<file path="src/rtl/sd_sim_loader_pkg.sv">
// Shared constants, state type and byte-placement helper for the SD_SIM write-side loader.
// Used by sd_sim_loader and sd_sim_loader_word_packer.
package sd_sim_loader_pkg;

   localparam int BLOCK_W        = 128;
   localparam int BYTES_PER_WORD = 16;
   localparam int IDX_W          = 5;

   // Record addresses the cracker's read path expects.
   localparam int HASH_ADDR  = 0;
   localparam int KEY_ADDR   = 1;
   localparam int DICT_START = 2;

   localparam logic [IDX_W-1:0] FULL_COUNT = 5'd16;

   typedef enum logic [2:0] {
      ST_IDLE    = 3'd0,
      ST_COLLECT = 3'd1,
      ST_WRITE   = 3'd2,
      ST_FLUSH   = 3'd3,
      ST_DONE    = 3'd4
   } state_t;

   // Big-endian placement: byte 0 lands in [127:120], byte 15 in [7:0].
   function automatic logic [BLOCK_W-1:0] place_byte(input logic [BLOCK_W-1:0] w,
                                                     input logic [3:0]         idx,
                                                     input logic [7:0]         b);
      return w | ({b, 120'd0} >> {idx, 3'b000});
   endfunction

endpackage

</file>
<file path="src/rtl/sd_sim_loader_word_packer.sv">
// Collects stream bytes into a 128-bit word. Slots are cleared to zero on every clear, so a
// partially filled word is already zero-padded when it is flushed.
module sd_sim_loader_word_packer
   import sd_sim_loader_pkg::*;
(
   input  logic               clk,
   input  logic               reset,
   input  logic               clear,
   input  logic               push,
   input  logic [7:0]         data,
   output logic [BLOCK_W-1:0] word,
   output logic [IDX_W-1:0]   count
);

   logic [BLOCK_W-1:0] word_q;
   logic [IDX_W-1:0]   count_q;

   // Next word/count, including any byte pushed this cycle; the top registers these into dina.
   always_comb begin
      word  = word_q;
      count = count_q;
      if (clear) begin
         word  = {BLOCK_W{1'b0}};
         count = {IDX_W{1'b0}};
      end else if (push && (count_q < FULL_COUNT)) begin
         word  = place_byte(word_q, count_q[3:0], data);
         count = count_q + 5'd1;
      end else begin
         word  = word_q;
         count = count_q;
      end
   end

   // Packing state register.
   always_ff @(posedge clk) begin
      if (!reset) begin
         word_q  <= {BLOCK_W{1'b0}};
         count_q <= {IDX_W{1'b0}};
      end else begin
         word_q  <= word;
         count_q <= count;
      end
   end

endmodule

</file>
<file path="src/rtl/sd_sim_loader.sv">
// Byte-stream to SD_SIM BRAM loader: packs 16 bytes per word and writes sequential addresses.
// Optional macro LOADER_CHECKSUM_EN adds an XOR checksum output of all accepted bytes.
module sd_sim_loader
   import sd_sim_loader_pkg::*;
#(
   parameter int ADDR_W    = 8,
   parameter int BASE_ADDR = 0,
   parameter int DEPTH     = 256
)(
   input  logic               clk,
   input  logic               reset,
   input  logic               load_start,
   input  logic               load_end,
   input  logic               byte_valid,
   input  logic [7:0]         byte_data,
   output logic               byte_ready,
   output logic               wea,
   output logic [ADDR_W-1:0]  addra,
   output logic [BLOCK_W-1:0] dina,
   output logic               busy,
   output logic               done,
   output logic               overflow,
   output logic [ADDR_W:0]    words_written
`ifdef LOADER_CHECKSUM_EN
   ,
   output logic [7:0]         checksum
`endif
);

   localparam logic [ADDR_W-1:0] BASE    = ADDR_W'(BASE_ADDR);
   localparam logic [ADDR_W:0]   DEPTH_W = (ADDR_W+1)'(DEPTH);

   state_t             state;
   logic [ADDR_W-1:0]  ptr;
   logic               end_pending;
   logic               xfer;
   logic               is_full;
   logic               restart;
   logic               pk_clear;
   logic               pk_push;
   logic [BLOCK_W-1:0] pk_word;
   logic [IDX_W-1:0]   pk_count;

   sd_sim_loader_word_packer u_packer (
      .clk   (clk),
      .reset (reset),
      .clear (pk_clear),
      .push  (pk_push),
      .data  (byte_data),
      .word  (pk_word),
      .count (pk_count)
   );

   // Handshake decode and packer control; bytes arriving once full are consumed but not packed.
   always_comb begin
      xfer     = byte_valid & byte_ready;
      is_full  = (words_written == DEPTH_W);
      restart  = load_start && (state != ST_FLUSH);
      pk_clear = 1'b0;
      pk_push  = 1'b0;
      case (state)
         ST_COLLECT: begin
            if (load_start) begin
               pk_clear = 1'b1;
            end else begin
               pk_push = xfer & ~is_full;
            end
         end
         ST_WRITE, ST_FLUSH: pk_clear = 1'b1;
         ST_IDLE, ST_DONE:   pk_clear = load_start;
         default:            pk_clear = 1'b1;
      endcase
   end

   // Loader FSM with registered BRAM port and status outputs.
   always_ff @(posedge clk) begin
      if (!reset) begin
         state         <= ST_IDLE;
         ptr           <= BASE;
         end_pending   <= 1'b0;
         byte_ready    <= 1'b0;
         wea           <= 1'b0;
         addra         <= {ADDR_W{1'b0}};
         dina          <= {BLOCK_W{1'b0}};
         busy          <= 1'b0;
         done          <= 1'b0;
         overflow      <= 1'b0;
         words_written <= {(ADDR_W+1){1'b0}};
`ifdef LOADER_CHECKSUM_EN
         checksum      <= 8'h00;
`endif
      end else if (restart) begin
         // A restart during WRITE lets that write finish; partial bytes are simply discarded.
         state         <= ST_COLLECT;
         ptr           <= BASE;
         end_pending   <= 1'b0;
         byte_ready    <= 1'b1;
         wea           <= 1'b0;
         busy          <= 1'b1;
         done          <= 1'b0;
         overflow      <= 1'b0;
         words_written <= {(ADDR_W+1){1'b0}};
`ifdef LOADER_CHECKSUM_EN
         checksum      <= 8'h00;
`endif
      end else begin
         wea <= 1'b0;
         case (state)
            ST_COLLECT: begin
`ifdef LOADER_CHECKSUM_EN
               if (xfer) checksum <= checksum ^ byte_data;
`endif
               if (xfer && is_full) overflow <= 1'b1;
               if (pk_count == FULL_COUNT) begin
                  state       <= ST_WRITE;
                  wea         <= 1'b1;
                  addra       <= ptr;
                  dina        <= pk_word;
                  byte_ready  <= 1'b0;
                  end_pending <= load_end;
               end else if (load_end && (pk_count != {IDX_W{1'b0}})) begin
                  state      <= ST_FLUSH;
                  wea        <= 1'b1;
                  addra      <= ptr;
                  dina       <= pk_word;
                  byte_ready <= 1'b0;
               end else if (load_end) begin
                  state      <= ST_DONE;
                  done       <= 1'b1;
                  busy       <= 1'b0;
                  byte_ready <= 1'b0;
               end
            end
            ST_WRITE: begin
               ptr           <= ptr + 1'b1;
               words_written <= words_written + 1'b1;
               end_pending   <= 1'b0;
               if (end_pending) begin
                  state <= ST_DONE;
                  done  <= 1'b1;
                  busy  <= 1'b0;
               end else begin
                  state      <= ST_COLLECT;
                  byte_ready <= 1'b1;
               end
            end
            ST_FLUSH: begin
               ptr           <= ptr + 1'b1;
               words_written <= words_written + 1'b1;
               state         <= ST_DONE;
               done          <= 1'b1;
               busy          <= 1'b0;
            end
            ST_IDLE, ST_DONE: begin
               byte_ready <= 1'b0;
            end
            default: begin
               state      <= ST_IDLE;
               byte_ready <= 1'b0;
               busy       <= 1'b0;
            end
         endcase
      end
   end

endmodule
</file>
<file path="config.mk">
export PLATFORM = sky130hd
export DESIGN_NAME = sd_sim_loader
export DESIGN_NICKNAME = d
export VERILOG_FILES = /design/src/rtl/sd_sim_loader_pkg.sv /design/src/rtl/sd_sim_loader_word_packer.sv /design/src/rtl/sd_sim_loader.sv
export SDC_FILE = /design/constraint.sdc
export NUM_CORES = 1
export LEC_CHECK = 0
export ABC_CLOCK_PERIOD_IN_PS = 4200
export BUFFER_PORTS_ARGS = -buffer_cell sky130_fd_sc_hd__buf_4
export CAP_MARGIN = 20
export CELL_PAD_IN_SITES_DETAIL_PLACEMENT = 1
export CELL_PAD_IN_SITES_GLOBAL_PLACEMENT = 1
export CORE_MARGIN = 1
export CORE_UTILIZATION = 30
export CTS_CLUSTER_SIZE = 24
export DETAILED_ROUTE_END_ITERATION = 8
export PLACE_DENSITY = 0.7
export RECOVER_POWER = 50
export SLEW_MARGIN = 10
export SYNTH_ARGS = -nofsm -noshare
export SYNTH_HDL_FRONTEND = slang
export SYNTH_HIERARCHICAL = 1
export SYNTH_SLANG_ARGS = --single-unit
</file>
<file path="constraint.sdc">
create_clock -name clk -period 4.2 [get_ports clk]
set_input_delay 0.42 -clock clk [delete_from_list [all_inputs] [get_ports clk]]
set_output_delay 0.42 -clock clk [all_outputs]
set_load 0.1 [all_outputs]
</file>
==> summary.txt, run 1 <==
Status
  • Status: complete, but fails checks
  • Failing checks: capacitance limit, slew limit

Layout
  • ANT cells: 0
  • Share of cells above drive strength 1: 0.0700
  • # fillers: 4578
  • Multi-input logic area: 0.00515 mm2
  • Area grow syn2layout: 17.6%
  • Nets: 1477
  • Register area: 0.00591 mm2

CTS
  • H-Tree Depth: 2
  • Post-CTS Hold Buffers: 0
  • TritonCTS clock tree: done
  • Clock slew at reported path FFs: 0.06 ns
  • Worst-skew pair later-pin latency: 0.50 ns
  • CTS Buf Count: 34
  • CTS max path bufs: 3
  • Clk root buf: clkbuf_16
  • Sink Count: 295

Synthesis
  • Sequential share of the synthesized area: 0.503
  • Ys Warns: 6
  • EDFF count, synth: 0
  • Mapped Nets: 1386
  • Async SR Flop Fraction: 0
  • Synthesized instance count: 1369
  • Synth Flop Type: dfxtp_1
  • Synth Cell Area: 0.0117 mm2
  • Avg Cell Area, Syn: 8.58 um2
  • Synth cell types: 42
  • FF+latch count, synth: 295

Floorplan
  • Chip height: 200 um
  • Row count: 72
  • Initial core utilization: 0.304
  • Core area: 0.0386 mm2
  • I/O Pins: 163
  • Die Area: 0.0400 mm2
  • Die Span X: 200 um

Power
  • Clk pwr share: 0.508
  • Net Sw Power: 0.00131 W
  • VDD IR max: 0.228 mV
  • Switching part of the total: 0.217
  • Comb power frac: 0.029
  • P_int: 0.00475 W
  • Static Leak: 4.55 nW
  • Flop pwr share: 0.463
  • Total power: 0.00606 W
  • Pwr/cell area: 439 mW/mm2

Route
  • Final wirelength: 35.5 mm
  • Iter 0 DRT Violations: 521
  • DR pass1 iterations: 4
  • Vias/cell: 4.82
  • DRC errors left: 0
  • Post-DRT Antenna Nets: 0
  • Vias: 9649
  • WL/cell: 17.7 um

GRT
  • Antenna violations before repair: 0
  • Largest net degree at the start of global routing: 185
  • First-pass GRT wire length: 55.5 mm
  • Vias in the first global route: 9980
  • Grt ovf: 0
  • Total GRT Usage: 0.178

STA
  • Slew HR: -0.00959
  • Max Slew Vio Count: 67
  • Post-route worst setup slack: 0.309 ns
  • Final hold vios: 0
  • Tcrit/Tclk final: 0.926
  • RSZ-0062 raised after global routing: no
  • Minimum clock period: 3.89 ns
  • Setup TNS: 0 ns
  • Setup skew after layout: 0.0118 ns
  • Peak Freq: 257 MHz
  • Setup Viol. Count Final: 0
  • Measured slew at the worst slew-check pin: 1.51 ns

Critical path
  • CP Class: reg2reg
  • RR Startpoint: words_written[0]
  • Critical path launch point: words_written[0]
  • Critical Path Sink Type: flip-flop
  • R2r setup slk: 0.31 ns
  • Reg2reg end: dina[86]
  • Worst endpoint required time: 4.62 ns
  • Crit path DAT: 4.31 ns
  • Worst Path Max Fanout: 71
  • Worst r2r path cells: 13
  • Critical path launch point type: flip-flop

Worst hold path
  • Hold Path Origin: byte_valid
  • Hold WC Path Type: in2reg
  • Hold Path End: overflow
  • Hold depth: 3

Placed design
  • Buffers on Ports: 162
  • GP Congestion: 0.796
  • Pre-CTS setup slack: 0.186 ns
  • DPL Wire Length: 22.5 mm

Flow run
  • Max cap viols: 1
## cells by family after synthesis
| family | share of synthesized area |
|---|---|
| adders and majority gates | 0.00426 |
| xor gates and xnor gates | 0.0119 |
| AOI/OAI and AO/OA | 0.0814 |
| and+or+nand+nor | 0.218 |
| muxes | 0.119 |
| DFF | 0.503 |
| buffers and inverters | 0.0619 |
## registers in the layout (all words and copies together), names as in the netlist
signal	flops
u_packer/count_q	5
busy	1
dina	128
overflow	1
end_pending	1
state	3
addra	8
byte_ready	1
wea	1
words_written	9
u_packer/word_q	128
ptr	8
done	1
## routing by layer
metal  vias up  wire, um  track usage
met3        45      1480       0.0297
met2       195     16900        0.304
met4         0       704       0.0441
met5         -         0            0
li1       4713         -            -
met1      4696     16500        0.232
## per-stage QoR
step,cell area (um2),util,std cells,hold WS [ns]
after detailed placement,13200,0.341,1942,0.450
final,13800,0.357,2003,0.211
after CTS,14400,0.372,2003,0.196
after floorplan,11700,-,1369,0.439
after global placement,13100,0.340,1939,0.442
after global routing,13800,0.357,2003,0.215
## Yosys cell counts, types with 4 or more instances
cell type  count  area (um2)
a21oi_1        7        35.0
a31oi_1      130         813
and2_1        12        75.1
buf_2         25         125
buf_4         17         128
buf_6         17         191
clkbuf_1      66         248
dfxtp_1      295        5910
ha_1           4        50.1
inv_1          5        18.8
mux2i_1      139        1390
nand2_1      281        1050
nand3b_1       4        30.0
nand4_1       10        62.6
nor2_1       284        1070
nor2b_1       12        75.1
nor3b_1        4        30.0
o21ai_0        4        20.0
xor2_1        13         114
## how the worst max path moves through the flow
stage | end | depth (start not counted)
2_1_floorplan | addra[0] | 15
3_3_place_gp | dina[76] | 13
3_5_place_dp | dina[86] | 13
4_1_cts | dina[86] | 13
5_1_grt | dina[109] | 13
6_report | dina[86] | 13
## layout make-up
type                       count  area share
timing repair buffer         184      0.0651
clock buffer                  54      0.0796
tap                          518      0.0469
multi-input combinational    940       0.373
sequential                   295       0.428
inverter                       5     0.00136
clock inverter                 7     0.00634
## cell usage in the layout (no fill, tap or decap), drive strengths merged, types with 2 or more instances in the layout
master  instances
nor3            2
mux2i         139
a211o           3
and2           12
xor2           13
nand3           3
xnor2           3
buf            32
inv             5
ha              4
dfxtp         295
and4b           3
nor4            2
clkbuf        206
nand2b          3
nor3b           4
and3            3
a21oi           7
nor2          284
nand3b          4
o21ai           4
a41oi           2
bufinv          2
nand4          10
nor2b          12
nand2         281
a31oi         130
clkinv          4
or2             2
## power by group through the flow
| stage | Combinational [W] | Sequential, W | Clock, W |
|---|---|---|---|
| 3_3_place_gp | 0.000177 | 0.00287 | 0 |
| 2_1_floorplan | 0.000106 | 0.00288 | 0 |
| 6_report | 0.000175 | 0.00281 | 0.00308 |
| 3_5_place_dp | 0.000181 | 0.00287 | 0 |
| 5_1_grt | 0.000189 | 0.00280 | 0.00329 |
| 4_1_cts | 0.000182 | 0.00280 | 0.00318 |
## what timing repair did
action                                  CTS  global route
endpoints found under the setup margin    0           137
setup buffers                             0             0
resized for setup                         0             1
## critical path, cell delays in order, from the launching register on
cell	delay [ns]
dfxtp_1	0.44
inv_1	0.07
ha_1	0.19
nor4b_1	0.14
and4b_1	0.21
nor3_2	0.28
nor2b_1	0.31
mux2i_1	0.29
nor2_1	0.10
nor4_4	0.47
mux2i_1	0.19
nor4_4	0.32
buf_12	0.47
mux2i_1	0.27
Power figures use the tool's default switching activity.
==> run 2, diff against run 1 <==
Settings changed: CORE_UTILIZATION 30 to 43, PLACE_DENSITY 0.7 to 0.9.
==> summary.txt, run 2 (same netlist as run 1, synthesis figures left out) <==
Status
  • Status: complete, but fails checks
  • Failing checks: capacitance limit, slew limit

Layout
  • Fin area: 0.0134 mm2
  • Most frequent cells in the layout: 295 x dfxtp_1, 283 x nor2_1, 281 x nand2_1, 156 x clkbuf_1, 139 x mux2i_1
  • ANT cells: 0
  • Post-route core utilization: 0.499
  • # fillers: 3184
  • Share of cells above drive strength 1: 0.0662
  • Area grow syn2layout: 14.1%
  • Nets: 1473
  • Most common cell after layout, fill and taps aside: dfxtp_1
  • Registers with the most flip-flops: dina x128, u_packer/word_q x128, words_written x9

STA
  • Post-route worst setup slack: 0.262 ns
  • Setup skew after layout: 0.0146 ns
  • Setup TNS: 0 ns
  • Max Slew Vio Count: 77
  • Peak Freq: 254 MHz
  • Final hold vios: 0
  • Minimum clock period: 3.94 ns
  • Tcrit/Tclk final: 0.938
  • Setup Viol. Count Final: 0
  • Slew HR: -0.0387
  • RSZ-0062 raised after global routing: no
  • Measured slew at the worst slew-check pin: 1.56 ns

Power
  • Static Leak: 4.47 nW
  • VDD IR max: 0.242 mV
  • Total power: 0.00571 W
  • Pwr/cell area: 426 mW/mm2

Floorplan
  • I/O Pins: 163
  • Die Span X: 167 um
  • Die Area: 0.0280 mm2
  • Row count: 60
  • Initial core utilization: 0.437
  • Core area: 0.0269 mm2
  • Chip height: 167 um

Route
  • DR pass1 iterations: 6
  • DRC errors left: 0
  • Iter 0 DRT Violations: 788
  • Post-DRT Antenna Nets: 0
  • WL/cell: 18.9 um
  • Vias/cell: 5.47
  • Vias: 9962
  • Final wirelength: 34.5 mm

CTS
  • Clock slew at reported path FFs: 0.06 ns
  • CTS Buf Count: 30
  • TritonCTS clock tree: done
  • Post-CTS Hold Buffers: 0
  • H-Tree Depth: 1
  • Clk root buf: clkbuf_16
  • Sink Count: 295
  • CTS max path bufs: 3
  • Worst-skew pair later-pin latency: 0.55 ns

GRT
  • Grt ovf: 0
  • Total GRT Usage: 0.236
  • Largest net degree at the start of global routing: 113
  • Vias in the first global route: 10145
  • First-pass GRT wire length: 53.5 mm
  • Antenna violations before repair: 0

Critical path
  • Crit path DAT: 4.41 ns
  • Critical Path Sink Type: flip-flop
  • Worst endpoint required time: 4.67 ns
  • Worst Path Max Fanout: 66
  • Critical path launch point type: flip-flop
  • CP Class: reg2reg

Placed design
  • DPL Wire Length: 21.0 mm
  • Pre-CTS setup slack: 0.110 ns
  • Buffers on Ports: 162
  • Cell Area, Placed: 0.0129 mm2
  • GP Congestion: 0.791

Flow run
  • Max cap viols: 1

Worst hold path
  • Hold WC Path Type: in2reg
-- run 2: repair_timing --
action	CTS	global route
buffers inserted	0	2
hold endpoints to repair	0	0
resized for setup	0	2
setup endpoints to repair	0	106
-- run 2: routing by layer --
metal | global-route usage | routed length (um)
met4 | 0.0870 | 937
met1 | 0.307 | 15200
met5 | 0 | 0
met2 | 0.397 | 16600
met3 | 0.0355 | 1730
-- run 2: metrics by stage --
step / std cells / hold WS (ns)
floorplan: 1369 / 0.439
global placement: 1760 / 0.435
detailed placement: 1760 / 0.449
CTS: 1816 / 0.174
global route: 1821 / 0.218
finish: 1821 / 0.188
-- run 2: final timing paths --
path              slack [ns]  endpoint  cells past startpoint        startpoint
setup reg to reg        0.26  dina[49]                     14  words_written[0]
hold / removal          0.19  overflow                      3        byte_valid
hold reg to reg         0.46  dina[47]                      2          dina[47]
setup / recovery        0.26  dina[49]                     14  words_written[0]
-- run 2: report_power, final --
part           switching [W]  total [W]  internal (W)
clock network        0.00111    0.00274       0.00163
logic               0.000139   0.000165     0.0000261
registers         0.00000392    0.00280       0.00280
total                0.00126    0.00571       0.00445
-- run 2: layout make-up --
type / instances / area, um2 / share of cell area
Clock buffer: 46 / 922 / 0.0688
Clock inverter: 10 / 100 / 0.00747
Inverter: 5 / 18.8 / 0.00140
Multi-Input combinational cell: 940 / 5140 / 0.384
Sequential cell: 295 / 5910 / 0.441
Tap cell: 341 / 427 / 0.0318
Timing Repair Buffer: 184 / 882 / 0.0658
-- run 2: critical path: stages, from the launching register on --
cell     delay, ns
dfxtp_1       0.46
inv_1         0.11
ha_1          0.21
nor4b_1       0.13
and4b_1       0.21
nor3_2        0.26
nor2b_1       0.32
mux2i_1       0.31
nor2_1        0.11
nor4_4        0.47
mux2i_1       0.18
nor4_4        0.23
buf_4         0.19
buf_12        0.36
mux2i_1       0.26
